[src/rtl/demux_param_buf.sv]
`default_nettype none
// ============================================================================
// Module      : demux_param_buf
// Description : Buffered 1-to-2 demultiplexer. Each word is steered by in_sel
//               into one of two independent DEPTH-entry FIFO lanes.
// Revision    : 1.0 - initial release
// ============================================================================
module demux_param_buf #(
    parameter int N     = 4,
    parameter int DEPTH = 2
) (
    input  logic                       clk,
    input  logic                       rst_n,
    input  logic [N-1:0]               in_data,
    input  logic                       in_sel,
    input  logic                       in_valid,
    output logic                       in_ready,
    output logic [N-1:0]               out0_data,
    output logic                       out0_valid,
    input  logic                       out0_ready,
    output logic [N-1:0]               out1_data,
    output logic                       out1_valid,
    input  logic                       out1_ready,
    output logic [$clog2(DEPTH+1)-1:0] lvl0,
    output logic [$clog2(DEPTH+1)-1:0] lvl1
);

    localparam int              c_lw   = $clog2(DEPTH + 1);
    localparam int              c_pw   = (DEPTH > 1) ? $clog2(DEPTH) : 1;
    localparam logic [c_lw-1:0] c_full = c_lw'(DEPTH);
    localparam logic [c_lw-1:0] c_one  = c_lw'(1);
    localparam logic [c_pw-1:0] c_last = c_pw'(DEPTH - 1);
    localparam logic [c_pw-1:0] c_pone = c_pw'(1);

    logic [1:0]           w_push;
    logic [1:0]           w_pop;
    logic [1:0]           w_oready;
    logic [1:0][N-1:0]    w_head;
    logic [1:0][c_lw-1:0] w_lvl;

    assign w_oready = {out1_ready, out0_ready};

    // Only registered occupancy feeds in_ready, so a full lane stays closed
    // even in a cycle where it is also popping.
    assign in_ready = rst_n && !(in_sel ? (w_lvl[1] == c_full) : (w_lvl[0] == c_full));

    for (genvar l = 0; l < 2; l++) begin : g_lane
        logic [N-1:0]    r_mem [DEPTH];
        logic [c_pw-1:0] r_wptr;
        logic [c_pw-1:0] r_rptr;
        logic [c_lw-1:0] r_cnt;

        assign w_push[l] = in_valid && in_ready && (in_sel == (l == 1));
        assign w_pop[l]  = (r_cnt != '0) && w_oready[l];

        always_ff @(posedge clk or negedge rst_n) begin
            if (!rst_n) begin
                for (int i = 0; i < DEPTH; i++) begin
                    r_mem[i] <= '0;
                end
                r_wptr <= '0;
                r_rptr <= '0;
                r_cnt  <= '0;
            end else begin
                if (w_push[l]) begin
                    r_mem[r_wptr] <= in_data;
                    r_wptr        <= (r_wptr == c_last) ? '0 : r_wptr + c_pone;
                end
                if (w_pop[l]) begin
                    r_rptr <= (r_rptr == c_last) ? '0 : r_rptr + c_pone;
                end
                case ({w_push[l], w_pop[l]})
                    2'b10:   r_cnt <= r_cnt + c_one;
                    2'b01:   r_cnt <= r_cnt - c_one;
                    default: r_cnt <= r_cnt;
                endcase
            end
        end

        assign w_head[l] = r_mem[r_rptr];
        assign w_lvl[l]  = r_cnt;
    end

    assign out0_data  = w_head[0];
    assign out1_data  = w_head[1];
    assign out0_valid = (w_lvl[0] != '0);
    assign out1_valid = (w_lvl[1] != '0);
    assign lvl0       = w_lvl[0];
    assign lvl1       = w_lvl[1];

endmodule
`default_nettype wire

[config.mk]
export PLATFORM = sky130hd
export DESIGN_NAME = demux_param_buf
export DESIGN_NICKNAME = d
export VERILOG_FILES = /design/src/rtl/demux_param_buf.sv
export SDC_FILE = /design/constraint.sdc
export NUM_CORES = 1
export LEC_CHECK = 0
export ABC_CLOCK_PERIOD_IN_PS = 2070
export CAP_MARGIN = 20
export CORE_MARGIN = 2
export CORE_UTILIZATION = 49
export CTS_BUF_LIST = sky130_fd_sc_hd__clkbuf_16
export CTS_CLUSTER_DIAMETER = 30
export DETAILED_ROUTE_END_ITERATION = 10
export PLACE_DENSITY = 0.82
export SLEW_MARGIN = 20
export SYNTH_ARGS = -nofsm -noshare
export SYNTH_HDL_FRONTEND = slang
export SYNTH_SLANG_ARGS = --single-unit
[constraint.sdc]
create_clock -name clk -period 2.07 [get_ports clk]
set_input_delay 0.5175 -clock clk [delete_from_list [all_inputs] [get_ports clk]]
set_output_delay 0.5175 -clock clk [all_outputs]
set_load 0.02 [all_outputs]
==> results.json, run 1 <==
{
  "n_fill_cell": 166,
  "leakage_nw": 0.716,
  "synthAdderAreaFrac_pct": 2.21,
  "avgSynthCellArea_um2": 14.2,
  "dieArea_um2": 2720,
  "r2r-end": "lvl1[1]",
  "final_cell_mix": "dfrtp_1, mux2_2, clkdlybuf4s50_1, dlygate4sd2_1, buf_4",
  "endpoint": "lvl0[1]",
  "reg2reg_slack_ns": 0.30,
  "maxSlewHeadroom_pct": 82.0,
  "cts_buffer_depth": 2,
  "antenna_found_initial": 0,
  "yosysWarnings": 0,
  "synth_seq_cells": 24,
  "grt_overflow": 0,
  "setup_tns_ns": 0,
  "arrival_ns": 2.14,
  "ioPinCount": 25,
  "wl_um": 2400,
  "die_h_um": 52.1,
  "post-route-drc-count": 0,
  "synthMuxAreaShare_pct": 25.1,
  "final_common_cell": "dfrtp_1",
  "grt_max_degree": 19,
  "htree_num_levels": 1,
  "setup_viol": 0,
  "crit_required_ns": 2.24,
  "cp_max_fo": 5,
  "reg2reg_depth": 7,
  "area_growth_pct": 41.2,
  "rows": 17,
  "maxCapViolCount": 0,
  "drive_above_1_share_pct": 42.4,
  "dp.cells": 142,
  "place_area_um2": 1490,
  "ys_types": 20,
  "syn_nets": 92,
  "cts.reportedPaths.clkPinSlew_ns": 0.06,
  "final_cells": 146,
  "clk_latency_ns": 0.25,
  "r2r_start": "lvl1[1]",
  "peakVddDrop_mv": 0.908,
  "crit_type": "in -> reg",
  "finalCritPeriodShare_pct": 95.2,
  "endpoint_kind": "register",
  "cts_setup_buffers": 0,
  "coreArea_um2": 2190,
  "first_global_vias": 784,
  "clock_skew_ns": 0.00296,
  "max_freq_ghz": 0.507,
  "vias": 762,
  "finalCriticalPeriod_ns": 1.97,
  "firstDrtPassIters": 3,
  "timing.final.max_slew_violations": 0,
  "synthSimpleGateAreaFrac_pct": 10.4,
  "syn-cell-area_um2": 1130,
  "synth-compound-area-share_pct": 0.882,
  "cts_sinks": 24,
  "place.port_buffers": 24,
  "cts_made_buffers": 3,
  "worst_pin_slew_ns": 0.269,
  "diodes": 0,
  "status": "completed",
  "hold_class": "in -> async",
  "grtUsageTotal_pct": 21.4,
  "die_w_um": 52.1,
  "viasPerCell": 5.22,
  "startpoint_type": "input port",
  "ant_nets": 0,
  "root_buffer": "clkbuf_16",
  "hpwl_um": 1740,
  "final_area_um2": 1600,
  "p_per_area_nw_per_um2": 1660,
  "cp-startpoint": "in_valid",
  "wl_per_cell_um": 16.5,
  "drtIter0Drc": 1,
  "rsz0062_at_grt": "no",
  "hold_viol_final": 0,
  "synth_seq_area_share_pct": 52.9,
  "synth_xor_area_share_pct": 7.72,
  "fin_nets": 131,
  "gp_congestion": 0.770,
  "cts_hold_buf": 0,
  "start_util_pct": 51.8,
  "grt_pass1_wl_um": 3970,
  "synth_cells": 80,
  "synth_top_family_by_area": "multiplexers",
  "cts_tree": "built"
}
==> what timing repair did <==
action / 4_1_cts / 5_1_grt
pin swaps: 0 / 1
resized for setup: 16 / 4
endpoints found under the setup margin: 12 / 4
cloned: 0 / 0
hold endpoints to repair: 0 / 0
==> cells by family after synthesis <==
family / count (synthesis)
mux: 24
flops: 24
simple gates: 17
xor+xnor: 10
buf+inv: 2
fa+ha+maj: 2
compound gates: 1
==> cell type report <==
type / instances / area [um2] / share of cell area [%]
Timing Repair Buffer: 35 / 313 / 19.5
Multi-Input combinational cell: 54 / 543 / 33.9
Inverter: 1 / 3.75 / 0.234
Tap cell: 28 / 35.0 / 2.19
Clock buffer: 3 / 75.1 / 4.68
Clock inverter: 1 / 30.0 / 1.87
Sequential cell: 24 / 603 / 37.6
==> worst max-delay path: stages <==
cell and delay [ns]:
clkdlybuf4s50_1 0.50, nand2_2 0.10, or3_1 0.39, ha_1 0.22, xnor2_1 0.12, nor2_1 0.16
xnor2_1 0.14
==> power by group <==
part | internal [W] | leakage, nW | switching, W
registers | 0.000716 | 0.285 | 0.000203
clock network | 0.000384 | 0.0511 | 0.000160
logic | 0.000657 | 0.380 | 0.000544
==> metal layers <==
| layer | vias up | global-route usage [%] | share of wire (%) |
|---|---|---|---|
| met5 | - | 0 | 0 |
| met4 | 0 | 6.58 | 0.58 |
| met3 | 2 | 5.75 | 3.3 |
| met2 | 16 | 36.1 | 53 |
| met1 | 384 | 26.7 | 43 |
| li1 | 360 | - | - |
==> Yosys cell counts <==
cell type,n,area [um2]
nand2_2,1,6.26
or2_2,2,12.5
inv_1,1,3.75
nor4b_2,2,30.0
buf_2,1,5.00
nand2_1,1,3.75
mux2_4,4,60.1
and2_1,2,12.5
xor2_1,3,26.3
ha_1,2,25.0
nand4_1,1,6.26
or3_1,1,6.26
dfrtp_1,24,601
nor2_1,3,11.3
xnor2_1,7,61.3
or3b_2,1,8.76
nor2b_1,2,12.5
mux2_2,20,225
or4_1,1,7.51
o311a_1,1,10.0
==> registers in the layout (all words and copies together), names as in the netlist <==
register and cells:
g_lane.r_mem 16, g_lane.r_rptr 2, g_lane.r_wptr 2, lvl0 2
lvl1 2
==> worst min path at each step <==
stage | endpoint | slack, ns | cells after the start
floorplan | g_lane[0].r_mem[0] | 0.22 | 0
detailed placement | g_lane[0].r_mem[2] | 0.49 | 1
global route | g_lane[1].r_mem[2] | 0.45 | 2
global placement | g_lane[0].r_wptr | 0.47 | 1
finish | g_lane[1].r_mem[2] | 0.42 | 2
CTS | g_lane[1].r_mem[2] | 0.42 | 2
==> metrics by stage <==
step,worst slack [ns],utilization (%),power (W),hold WS (ns)
floorplan,0.269,-,0.00166,0.222
global route,0.00480,73.2,0.00282,0.449
finish,0.0993,73.2,0.00266,0.418
CTS,0.00538,72.2,0.00267,0.416
global placement,-0.298,67.9,0.00213,0.469
detailed placement,-0.307,67.9,0.00220,0.490
No activity file was read; power rests on OpenSTA's default activity.
==> run 2, diff against run 1 <==
REMOVE_ABC_BUFFERS = 1   (was default)
==> results.json, run 2 (synthesized netlist as in run 1, its figures left out) <==
{
  "clock_skew_ns": 0.00160,
  "startpoint_type": "register",
  "clk_latency_ns": 0.26,
  "gr-usage-met2_pct": 33.3,
  "grt_max_degree": 21,
  "ant_nets": 0,
  "cts_buffer_depth": 2,
  "p_int_w": 0.00165,
  "hold_class": "in -> async",
  "n_fill_cell": 171,
  "gr-max-usage-layer": "met2",
  "ioPinCount": 25,
  "firstDrtPassIters": 4,
  "diodes": 0,
  "max_freq_ghz": 0.511,
  "switching_share_pct": 35.2,
  "cts_tree": "built",
  "status": "completed",
  "htree_num_levels": 1,
  "first_global_vias": 803,
  "cts_sinks": 24,
  "grtUsageTotal_pct": 19.7,
  "crit_type": "reg -> out",
  "hold_viol_final": 0,
  "grtUsageMet1_pct": 24.5,
  "final_cell_mix": "dfrtp_1, mux2_2, clkdlybuf4s50_1, dlygate4sd2_1, buf_4",
  "endpoint_kind": "output pin",
  "leakage_nw": 0.712,
  "peakVddDrop_mv": 1.01,
  "wl_per_cell_um": 15.4,
  "worstPathCellList": "nor2b_1, nand2_1, o311a_1, clkdlybuf4s15_2",
  "p_per_area_nw_per_um2": 1610,
  "cts_setup_buffers": 0,
  "final_common_cell": "dfrtp_1",
  "finalCritPeriodShare_pct": 94.5,
  "clkPwrFrac_pct": 16.3,
  "dieArea_um2": 2720,
  "cts_made_buffers": 3,
  "dp.cells": 142,
  "finalCriticalPeriod_ns": 1.96,
  "setup_viol": 0,
  "start_util_pct": 51.8,
  "area_growth_pct": 39.4,
  "use_met3_pct": 3.74,
  "rows": 17,
  "multiInputGateArea_um2": 548,
  "die_w_um": 52.1,
  "gp_congestion": 0.704,
  "timing.final.max_slew_violations": 0,
  "slowest_stage": "dfrtp_1",
  "cts_hold_buf": 0,
  "power_frac_seq_pct": 35.6,
  "cp_max_fo": 4,
  "drive_above_1_share_pct": 43.2,
  "grt_pass1_wl_um": 3760,
  "wl_um": 2250,
  "worst_pin_slew_ns": 0.340,
  "slowest_delay_ns": 0.39,
  "place.port_buffers": 24,
  "maxSlewHeadroom_pct": 77.3,
  "arrival_ns": 1.44,
  "viasPerCell": 5.11,
  "grt_overflow": 0,
  "vias": 746,
  "root_buffer": "clkbuf_16",
  "drtIter0Drc": 3,
  "coreArea_um2": 2190,
  "crit_required_ns": 1.55,
  "final_cells": 146,
  "p_comb_share_pct": 48.1,
  "cts.reportedPaths.clkPinSlew_ns": 0.06,
  "p_switching_w": 0.000896,
  "fin_hold_ws_ns": 0.413,
  "maxCapViolCount": 0,
  "antenna_found_initial": 0,
  "top_register": "g_lane.r_mem",
  "largest_reg_flops": 16,
  "fin_nets": 131,
  "post-route-drc-count": 0,
  "die_h_um": 52.1,
  "rsz0062_at_grt": "no",
  "hpwl_um": 1700,
  "regArea_um2": 603
}
-- run 2: cell count changes in the layout (fill, tap and decap cells not counted), sizes merged --
cell,before,now
bufinv,1,0
clkinv,0,1
-- run 2: power by group through the flow --
stage,clock network [W],registers (W),logic (W)
finish,0.000414,0.000906,0.00122
global route,0.000442,0.000944,0.00131
CTS,0.000425,0.000904,0.00120
detailed placement,0,0.000904,0.00129
global placement,0,0.000881,0.00126
floorplan,0,0.000906,0.000748
-- run 2: critical path, delay by kind of cell (launching register included) --
family	cells	cell delay [ns]
AO/OA/AOI/OAI	1	0.11
AND/OR/NAND/NOR	2	0.43
flip-flops	1	0.39
buffers and inverters	1	0.25
-- run 2: layer usage --
layer  up-vias  wire length (um)
li1        357                 -
met1       370               986
met4         0                31
met2        17              1160
met3         2                69
met5         -                 0
-- run 2: final cells by class --
cell class	count	area share, %
clock buffer	3	4.75
clock inverter	1	0.237
inverter	1	0.237
multi-input combinational	54	34.7
sequential	24	38.1
tap	28	2.22
timing repair buffer	35	19.8
-- run 2: worst paths after layout --
| check | start | end | slack [ns] | cells after the start |
|---|---|---|---|---|
| max | lvl1[1] | in_ready | 0.11 | 4 |
| min | rst_n | lvl0[1] | 0.41 | 2 |
| max reg2reg | lvl1[1] | lvl1[1] | 0.37 | 6 |
| min reg2reg | g_lane[1].r_mem[1] | g_lane[1].r_mem[1] | 0.50 | 1 |
| max in group asynchronous | rst_n | g_lane[1].r_rptr | 1.36 | 2 |
| min in group clk | g_lane[1].r_mem[1] | g_lane[1].r_mem[1] | 0.50 | 1 |
-- run 2: through the flow --
stage / setup slack [ns] / instance area [um2] / utilization [%] / total power (W) / TNS, ns
after floorplan: 0.269 / 1130 / - / 0.00165 / 0
after global placement: -0.298 / 1490 / 67.9 / 0.00214 / -2.34
after detailed placement: -0.303 / 1490 / 67.9 / 0.00220 / -2.89
after CTS: 0.00875 / 1560 / 71.0 / 0.00253 / 0
after global routing: 0.0266 / 1580 / 72.2 / 0.00270 / 0
final: 0.113 / 1580 / 72.2 / 0.00254 / 0
-- run 2: what timing repair did --
| action | in CTS | in global routing |
|---|---|---|
| cloned | 0 | 0 |
| resized for setup | 16 | 6 |
| pin swaps | 0 | 1 |
| setup endpoints to repair | 12 | 7 |
==> run 3, diff against run 2 <==
--- a/config.mk
+++ b/config.mk
@@ -8,3 +8,2 @@
 export ABC_CLOCK_PERIOD_IN_PS = 2070
-export CAP_MARGIN = 20
 export CORE_MARGIN = 2
==> constraint.sdc (replaced) <==
create_clock -name clk -period 2.07 [get_ports clk]
set_input_delay 0.414 -clock clk [delete_from_list [all_inputs] [get_ports clk]]
set_output_delay 0.414 -clock clk [all_outputs]
set_load 0.02 [all_outputs]
==> results.json, run 3 (synthesized netlist as in run 1, its figures left out) <==
{
  "status": "completed",
  "n_fill_cell": 162,
  "drtIter0Drc": 4,
  "fin_ws_ns": 0.0855,
  "startpoint_type": "register",
  "maxSlewHeadroom_pct": 80.3,
  "timing.final.max_slew_violations": 0,
  "ant_nets": 0,
  "fin_nets": 130,
  "die_w_um": 52.1,
  "crit_type": "reg -> out",
  "cts_made_buffers": 3,
  "arrival_ns": 1.57,
  "rsz0062_at_grt": "no",
  "cts_setup_buffers": 0,
  "top_register": "g_lane.r_mem",
  "area_growth_pct": 37.4,
  "first_global_vias": 764,
  "grt_pass1_wl_um": 3730,
  "cts_buffer_depth": 2,
  "dieArea_um2": 2720,
  "crit_required_ns": 1.66,
  "hold_viol_final": 0,
  "place.port_buffers": 24,
  "grtUsageMet1_pct": 25.7,
  "drive_above_1_share_pct": 38.8,
  "p_per_area_nw_per_um2": 1640,
  "clock_skew_ns": 0.00235,
  "die_h_um": 52.1,
  "use_met3_pct": 4.60,
  "post-route-drc-count": 0,
  "clk_latency_ns": 0.25,
  "gr-max-usage-layer": "met2",
  "ioPinCount": 25,
  "finalCriticalPeriod_ns": 1.98,
  "largest_reg_flops": 16,
  "peakVddDrop_mv": 0.866,
  "pre_cts_ws_ns": -0.170,
  "vias": 730,
  "gp_congestion": 0.712,
  "cp_max_fo": 5,
  "firstDrtPassIters": 3,
  "setup_viol": 0,
  "hpwl_um": 1580,
  "viasPerCell": 5.07,
  "rows": 17,
  "grtUsageTotal_pct": 20.0,
  "start_util_pct": 51.8,
  "cts_hold_buf": 0,
  "antenna_found_initial": 0,
  "setup_tns_ns": 0,
  "root_buffer": "clkbuf_16",
  "grt_max_degree": 19,
  "cts.reportedPaths.clkPinSlew_ns": 0.06,
  "hold_class": "in -> async",
  "endpoint_kind": "output pin",
  "wl_um": 2130,
  "max_freq_ghz": 0.504,
  "finalCritPeriodShare_pct": 95.9,
  "htree_num_levels": 1,
  "final_cell_mix": "dfrtp_1, clkdlybuf4s50_1, mux2_2",
  "grt_overflow": 0,
  "diodes": 0,
  "coreArea_um2": 2190,
  "gr-usage-met2_pct": 32.7,
  "cts_sinks": 24,
  "maxCapViolCount": 0,
  "wl_per_cell_um": 14.8,
  "cts_tree": "built",
  "leakage_nw": 0.679,
  "worst_pin_slew_ns": 0.295
}
## run 3: cell count changes in the layout (fill, tap and decap cells not counted), sizes merged
cell	previous run	this run
clkinv	1	0
clkdlybuf4s50	11	22
dlygate4sd2	11	1
clkdlybuf4s15	1	0
buf	11	10
## run 3: power breakdown
part	leakage (nW)	total, W	internal, W	switching, W
combinational	0.357	0.00125	0.000731	0.000520
clock	0.0370	0.000397	0.000255	0.000143
sequential	0.285	0.000911	0.000716	0.000195
total	0.679	0.00256	0.00170	0.000858
## run 3: worst max-delay path: stages (launching register included)
cell and delay (ns):
dfrtp_2 0.42, mux2_2 0.36, clkdlybuf4s50_1 0.54
## run 3: cell type report
| type | instances | area [um2] | area share, % |
|---|---|---|---|
| Sequential cell | 24 | 603 | 38.7 |
| Timing Repair Buffer | 34 | 317 | 20.3 |
| Clock buffer | 3 | 75.1 | 4.82 |
| Inverter | 1 | 3.75 | 0.241 |
| Tap cell | 28 | 35.0 | 2.25 |
| Multi-Input combinational cell | 54 | 526 | 33.7 |
## run 3: final timing paths
| kind | end | start | slack, ns | depth (start not counted) |
|---|---|---|---|---|
| max | out1_data[2] | g_lane[1].r_rptr | 0.09 | 2 |
| min | lvl1[0] | rst_n | 0.21 | 2 |
| max in group asynchronous | g_lane[0].r_rptr | rst_n | 1.58 | 2 |
| max reg2reg | lvl1[1] | lvl1[1] | 0.27 | 6 |
| min reg2reg | g_lane[0].r_mem[0] | g_lane[0].r_mem[0] | 0.50 | 1 |
| min in group clk | g_lane[0].r_mem[0] | g_lane[0].r_mem[0] | 0.50 | 1 |
## run 3: stage by stage
| stage | power (W) | util, % | cells | cell area, um2 | hold WS, ns |
|---|---|---|---|---|---|
| 2_1_floorplan | 0.00165 | - | 79 | 1130 | 0.118 |
| 3_3_place_gp | 0.00213 | 67.6 | 141 | 1480 | 0.476 |
| 3_5_place_dp | 0.00217 | 67.6 | 141 | 1480 | 0.475 |
| 4_1_cts | 0.00259 | 70.9 | 144 | 1550 | 0.507 |
| 5_1_grt | 0.00273 | 71.2 | 144 | 1560 | 0.227 |
| 6_report | 0.00256 | 71.2 | 144 | 1560 | 0.212 |
## run 3: timing repair
item	in CTS	in global routing
gates resized for setup	1	3
endpoints found under the setup margin	1	9
hold endpoints to repair	0	0
## run 3: per-layer routing
| metal | part of all wire, % | vias up |
|---|---|---|
| met4 | 0.66 | 0 |
| met1 | 44 | 363 |
| met3 | 3.1 | 2 |
| met5 | 0 | - |
| li1 | - | 354 |
| met2 | 52 | 11 |
